### src/rtl/score_controller.sv
`default_nettype none
// ============================================================================
//  Module      : score_controller
//  Description : Game-level sequencer for the 4-digit BCD HUD score.
//                Owns the score tick prescaler, the BCD score register, the
//                high-score register and the game-over blink timer.
//                Flow: IDLE -> RUNNING (start) -> GAME_OVER (hit) -> IDLE.
//  Ports       : clock       - system clock
//                reset       - asynchronous active-high reset
//                start       - start button level, acts only in IDLE
//                hit         - collision flag level, acts only in RUNNING
//                disp_value  - BCD {thousands,hundreds,tens,units}
//                disp_enable - digit renderers visible (blink control)
//                running     - high while in RUNNING
//                new_record  - last finished game beat the previous high
//                game_state  - 00 IDLE, 01 RUNNING, 10 GAME_OVER
//  Revision    : 1.0 - initial release
// ============================================================================
module score_controller #(
   parameter int TICK_DIV     = 20000000,
   parameter int BLINK_DIV    = 12500000,
   parameter int FLASH_PHASES = 6
) (
   input  logic        clock,
   input  logic        reset,
   input  logic        start,
   input  logic        hit,
   output logic [15:0] disp_value,
   output logic        disp_enable,
   output logic        running,
   output logic        new_record,
   output logic [1:0]  game_state
);

   localparam int PW = (TICK_DIV > 2) ? $clog2(TICK_DIV) : 1;
   localparam int BW = $clog2(BLINK_DIV + 1);
   localparam int FW = $clog2(FLASH_PHASES + 1);

   localparam logic [PW-1:0] C_PRESC_LAST = PW'(TICK_DIV - 1);
   localparam logic [BW-1:0] C_BLINK_LAST = BW'(BLINK_DIV - 1);
   localparam logic [FW-1:0] C_PHASE_LAST = FW'(FLASH_PHASES - 1);
   localparam logic [15:0]   C_SCORE_MAX  = 16'h9999;

   typedef enum logic [1:0] {
      ST_IDLE = 2'b00,
      ST_RUN  = 2'b01,
      ST_OVER = 2'b10,
      ST_BAD  = 2'b11
   } state_t;

   state_t        r_state, w_state_nxt;
   logic [15:0]   r_score, w_score_nxt;
   logic [15:0]   r_high,  w_high_nxt;
   logic [PW-1:0] r_presc, w_presc_nxt;
   logic [BW-1:0] r_blink, w_blink_nxt;
   logic [FW-1:0] r_phase, w_phase_nxt;
   logic          r_en,    w_en_nxt;
   logic          r_rec,   w_rec_nxt;
   logic [15:0]   r_disp,  w_disp_nxt;
   logic          r_running, w_running_nxt;

   // Ripple the carry from units towards thousands.
   function automatic logic [15:0] bcd_inc(input logic [15:0] v);
      logic [15:0] res;
      logic        carry;
      res   = v;
      carry = 1'b1;
      for (int i = 0; i < 4; i++) begin
         if (carry) begin
            if (res[4*i +: 4] == 4'd9) begin
               res[4*i +: 4] = 4'd0;
            end else begin
               res[4*i +: 4] = res[4*i +: 4] + 4'd1;
               carry         = 1'b0;
            end
         end
      end
      return res;
   endfunction

   always_comb begin
      w_state_nxt = r_state;
      w_score_nxt = r_score;
      w_high_nxt  = r_high;
      w_presc_nxt = r_presc;
      w_blink_nxt = r_blink;
      w_phase_nxt = r_phase;
      w_en_nxt    = r_en;
      w_rec_nxt   = r_rec;
      case (r_state)
         ST_IDLE: begin
            // start wins over hit; hit has no meaning here
            if (start) begin
               w_state_nxt = ST_RUN;
               w_score_nxt = 16'h0000;
               w_presc_nxt = '0;
               w_rec_nxt   = 1'b0;
            end
         end
         ST_RUN: begin
            if (hit) begin
               // Hit suppresses a coincident tick and freezes the prescaler.
               // BCD digits are ordered by weight, so a plain unsigned
               // compare is a valid magnitude compare.
               w_state_nxt = ST_OVER;
               if (r_score > r_high) begin
                  w_high_nxt = r_score;
                  w_rec_nxt  = 1'b1;
               end
               w_blink_nxt = '0;
               w_phase_nxt = '0;
               w_en_nxt    = 1'b0;
            end else if (r_presc == C_PRESC_LAST) begin
               w_presc_nxt = '0;
               if (r_score != C_SCORE_MAX) begin
                  w_score_nxt = bcd_inc(r_score);
               end
            end else begin
               w_presc_nxt = r_presc + 1'b1;
            end
         end
         ST_OVER: begin
            if (r_blink == C_BLINK_LAST) begin
               w_blink_nxt = '0;
               w_en_nxt    = ~r_en;
               if (r_phase == C_PHASE_LAST) begin
                  w_state_nxt = ST_IDLE;
                  w_phase_nxt = '0;
                  w_en_nxt    = 1'b1;
               end else begin
                  w_phase_nxt = r_phase + 1'b1;
               end
            end else begin
               w_blink_nxt = r_blink + 1'b1;
            end
         end
         default: begin
            w_state_nxt = ST_IDLE;
            w_en_nxt    = 1'b1;
         end
      endcase
      // Outputs are registered, so derive them from the next-state values.
      w_disp_nxt    = (w_state_nxt == ST_IDLE) ? w_high_nxt : w_score_nxt;
      w_running_nxt = (w_state_nxt == ST_RUN);
   end

   always_ff @(posedge clock or posedge reset) begin
      if (reset) begin
         r_state   <= ST_IDLE;
         r_score   <= 16'h0000;
         r_high    <= 16'h0000;
         r_presc   <= '0;
         r_blink   <= '0;
         r_phase   <= '0;
         r_en      <= 1'b1;
         r_rec     <= 1'b0;
         r_disp    <= 16'h0000;
         r_running <= 1'b0;
      end else begin
         r_state   <= w_state_nxt;
         r_score   <= w_score_nxt;
         r_high    <= w_high_nxt;
         r_presc   <= w_presc_nxt;
         r_blink   <= w_blink_nxt;
         r_phase   <= w_phase_nxt;
         r_en      <= w_en_nxt;
         r_rec     <= w_rec_nxt;
         r_disp    <= w_disp_nxt;
         r_running <= w_running_nxt;
      end
   end

   assign disp_value  = r_disp;
   assign disp_enable = r_en;
   assign running     = r_running;
   assign new_record  = r_rec;
   assign game_state  = r_state;

endmodule
`default_nettype wire

### config.mk
export PLATFORM = sky130hd
export DESIGN_NAME = score_controller
export DESIGN_NICKNAME = d
export VERILOG_FILES = /design/src/rtl/score_controller.sv
export SDC_FILE = /design/constraint.sdc
export NUM_CORES = 1
export LEC_CHECK = 0
export ABC_AREA = 1
export BUFFER_PORTS_ARGS = -buffer_cell sky130_fd_sc_hd__clkbuf_2
export CORE_MARGIN = 4
export CORE_UTILIZATION = 50
export CTS_CLUSTER_DIAMETER = 60
export CTS_CLUSTER_SIZE = 28
export DETAILED_ROUTE_END_ITERATION = 12
export PLACE_DENSITY = 0.67
export SETUP_SLACK_MARGIN = 0.2
export SLEW_MARGIN = 20
export SYNTH_ARGS = -nofsm -noshare
export SYNTH_HDL_FRONTEND = slang
export SYNTH_SLANG_ARGS = --single-unit
### constraint.sdc
create_clock -name clock -period 7.49 [get_ports clock]
set_input_delay 1.8725 -clock clock [delete_from_list [all_inputs] [get_ports clock]]
set_output_delay 1.8725 -clock clock [all_outputs]
set_load 0.1 [all_outputs]
# --- Word level (Yosys, flattened, before mapping) ---
# Index checks and enable logic that the tools add are counted.
totals:
  ff_bits: 105
  input_bits: 4
  wordCells: 102
op_classes:
  n_addsub: 7
  muxes: 57
  magnitude_cmp: 1
  reduce_logical: 9
  eq_ne: 16
  bitwise: 2
ops:
  columns: ["operator", "count"]
  rows:
  - ["$mux 16", 8]
  - ["$mux 25", 3]
  - ["$pmux 25 s2", 1]
  - ["$mux 24", 2]
  - ["$pmux 24 s2", 1]
  - ["$pmux 16 s2", 1]
  - ["$mux 4", 7]
  - ["$add 25x1->25 const B", 1]
  - ["$eq 25x25->1 const B", 1]
  - ["$add 24x1->24 const B", 1]
  - ["$eq 24x24->1 const B", 1]
  - ["$mux 1", 23]
  - ["$add 4x1->4 const B", 4]
  - ["$eq 4x4->1 const B", 4]
  - ["$gt 16x16->1", 1]
  - ["$ne 16x16->1 const B", 1]
  - ["$ne 2x2->1 const B", 5]
  - ["$mux 3", 3]
  - ["$reduce_and 3->1", 3]
  - ["$mux 2", 4]
  - ["$pmux 2 s3", 1]
  - ["$pmux 3 s2", 1]
  - ["$eq 2x1->1 const B", 2]
  - ["$logic_not 2->1", 2]
  - ["9 further kinds", 11]

# --- Longest topological paths before layout ---
depth:
  ltp_word: 22
  mapped_depth: 14
  mapped_depth_nobuf: 14

# --- Worst setup path after synthesis ---
# OpenSTA, ideal clock, no wires.
synth_timing:
  path_kind: "input to register"
  start: "input hit"
  end: "register r_presc[17]"
  path_stages: 11
  setup_slack_ns: 4.510
  t_arrival_ns: 2.859
  t_required_ns: 7.369
  setup_time_ns: 0.121
  cell_sequence: "inv_2 -> nand2_2 -> nand2_2 -> buf_6 -> nand2_4 -> nor2_4 -> nand2_2 -> nor2_2 -> nand2_1 -> o21ai_0 -> nor2_1"
synth_between:
  elab_chain_len: 2
synth_lines:
  columns: ["item", "line", "text"]
  rows:
  - ["from (decl)", "27", "input logic hit,"]
  - ["$ne 2x2->1 (no source line)", null, null]
  - ["$reduce_and 3->1 (no source line)", null, null]
  - ["to (signal assigned)", "163", "r_presc <= w_presc_nxt;"]
  - ["to (decl)", "54", "logic [PW-1:0] r_presc, w_presc_nxt;"]
# Every way passes these cells.
# A chain may end at the register's enable or synchronous reset.

# --- Worst setup path in the final report ---
layout_timing:
  start: "input hit"
  end: "register r_disp[3], in the netlist disp_value[3]"
layout_between:
  elab_chain_len: 4
  elab_cells_between_ends: 8
  cone_classes: "mux: 7; reduce/logical: 1"
layout_lines:
  columns: ["item", "line", "text"]
  rows:
  - ["$mux 2", "101", "if (hit) begin"]
  - ["$pmux 2 s3", "90", "case (r_state)"]
  - ["$logic_not 2->1", "143", "w_disp_nxt = (w_state_nxt == ST_IDLE) ? w_high_nxt : w_score_nxt;"]
  - ["$mux 16 (*)", "143", null]
  - ["named net w_disp_nxt[3]", "59", "logic [15:0] r_disp, w_disp_nxt;"]
  - ["to (signal assigned)", "168", "r_disp <= w_disp_nxt;"]
  - ["to (decl)", "59", null]
# Mark *: on every way through the listed nets, which the timed path passes. The rest lies on a longest branch.

==> flow_summary.ini <==
[floorplanning]
floorplan.die_area_um2 = 14600
num_rows = 40
initial_core_util = 0.519
die_w_um = 121
die_y_um = 121
ios = 25
core_um2 = 12300

[clocking]
clkTransAtPathRegs_ps = 70
clkSinkCount = 105
htree_levels = 3
clkLatencyLatePin_ps = 360
postCtsHoldBufs = 0
cts_buffers = 9
tritoncts = built
postCtsSetupRepairBufs = 0
cts_resized = 0
cts-root-buf = clkbuf_16
clk_path_buf_depth = 2

[final_layout]
n_fill_cell = 1185
layout-drive-gt1-share = 0.0832
multiInputGateArea_um2 = 3180
area_delta_synth_final_pct = 8.82
final_util = 0.565
ff_latch_area_um2 = 2630
nets = 939
diodes = 0
stdcell_count = 1082

[synth]
synth_top_cell_area_share = 0.409
synth_seq_cells = 105
synth.distinct_cells = 43
syn_inst = 885
async_flop_share = 1.00
synthTopCellsByArea = dfrtp_1 (41%), nand2_1 (15%), nand3_1 (7.3%)
synth_ff_type = dfrtp_1
syn-num-nets = 915
ys_warn_count = 0
avgSynthCellArea_um2 = 7.19
synth_top_area_cell = dfrtp_1
ys_seq_area_frac = 0.413
synth_edf_count = 0
syn_area_um2 = 6370
synthTopCellsByCount = nand2_1 (250), inv_1 (120), dfrtp_1 (104)
synth.most_common_cell = nand2_1

[placement]
gp_congestion = 0.970
place_inst = 1066
port_buffers = 24
hpwlAfterDp_um = 11400

[timing]
period_needed_ps = 3510
rsz0062_at_grt = false
hold_violations = 0
tightest_slew_ps = 764
skew_ps = 6.45
setup_tns_ps = 0
setup_viol = 0
finalCritPeriodShare = 0.469
slew_headroom = 0.489
maxSlewViolCount = 0
timing.fmax_mhz = 285

[route]
dr.pass1.iters = 7
via_per_inst = 5.29
dr.first_iter.drc_count = 479
antenna_left = 0
routed-via-count = 5721
wire_per_inst_um = 14.1
wl_um = 15200
drc = 0

[power_and_ir_drop]
power.density_nw_per_um2 = 151
power.leakage_nw = 3.58
irDropWorstVdd_mv = 0.117

[critical_path]
r2r_start = r_score[7]
cp_data_arrival_time_ps = 3810
critPathCapture = disp_value[3]
rrSetupSlack_ps = 4850
cp-start-kind = input pin
cp_max_fo = 20
r2r-end = disp_value[10]
worstPathRequired_ps = 7790
crit_path_end_kind = flop
startpoint = hit
crit_type = in2reg
rr_worst_depth = 11

[global_route]
grt_pass1_vias = 5421
overflow = 0
grt_max_degree = 80
grt_usage = 0.221
antenna_found_initial = 0
grt_pass1_wl_um = 26200

[flow_run]
drv_cap = 0

[outcome]
status = finished clean

[worst_hold_path]
hold_depth = 2
holdCritPathClass = reg2reg
[stage by stage]
| step | total power, W | hold slack, ps | instance area (µm²) | setup WS (ps) |
|---|---|---|---|---|
| after detailed placement | 0.000593 | 501 | 6640 | 3640 |
| after floorplan | 0.000587 | 468 | 6370 | 2860 |
| after CTS | 0.00106 | 514 | 6930 | 4000 |
| final | 0.00105 | 521 | 6930 | 3980 |
| after global placement | 0.000593 | 493 | 6640 | 3730 |
| after global routing | 0.00108 | 523 | 6930 | 3780 |
[critical path, stage by stage]
cell      delay [ps]
clkbuf_2         130
inv_2            100
nand2_2          140
nand2_2          260
inv_2            230
nand3_2          400
inv_2            450
nand3_1          130
nand2_1           80
[cells in the final DEF (no fill, tap or decap), drive strengths merged]
cell type,Yosys,final
clkinvlp,0,2
nor3b,1,1
nor3,29,29
o211ai,1,1
clkbuf,3,35
buf,9,1
and2,16,16
o21bai,1,1
dfstp,1,1
xnor2,1,1
a31oi,4,4
ha,26,26
clkinv,1,2
o31ai,2,2
a211oi,1,1
xor2,8,8
nor2,92,92
dfrtp,104,104
o22ai,3,3
a2bb2oi,1,1
inv,128,130
o21a,1,1
nand3,95,95
nand4,23,23
nor4,2,2
or2,2,2
o21ai,30,30
and3,2,2
a21oi,38,38
nand2,259,259
a22o,1,1
[logic make-up after synthesis]
logic type      share of synthesized area
compound gates                     0.0731
xor+xnor                           0.0124
fa+ha+maj                          0.0511
buf+inv                            0.0874
flops                               0.413
simple gates                        0.363
[power by group]
group | total [W] | switching (W) | internal (W)
registers | 0.000567 | 0 | 0.000567
clock network | 0.000465 | 0.000220 | 0.000246
logic | 0.0000143 | 0.0000126 | 0.00000163
total | 0.00105 | 0.000232 | 0.000814
[routing by layer]
layer  track usage  wire [µm]  vias up
met5             0          0        -
met3        0.0373        596       27
met1         0.324       7580     2676
li1              -          -     2893
met4        0.0744        287        0
met2         0.332       6760      125
[flip-flops by register name, indices dropped and copies added (netlist names), 2 cells and up]
name        cells
r_presc        25
r_blink        24
disp_value     16
r_high         16
r_score        16
r_phase         3
game_state      2
[how the worst min path moves through the flow]
| stage | start | to | slack, ps |
|---|---|---|---|
| floorplan | r_blink[0] | r_blink[0] | 470 |
| global placement | disp_enable | disp_enable | 490 |
| detailed placement | r_blink[0] | r_blink[0] | 500 |
| CTS | r_blink[0] | r_blink[0] | 510 |
| global route | r_blink[0] | r_blink[0] | 520 |
| finish | new_record | new_record | 520 |
[final cells by class]
cell class | instances | area share
multi-input cells | 639 | 0.459
flip-flops and latches | 105 | 0.379
inverters | 129 | 0.0702
clock buffers | 11 | 0.0365
well taps | 168 | 0.0303
repair buffers | 25 | 0.0190
clock inverters | 5 | 0.00542
No activity file was read; power rests on OpenSTA's default activity.
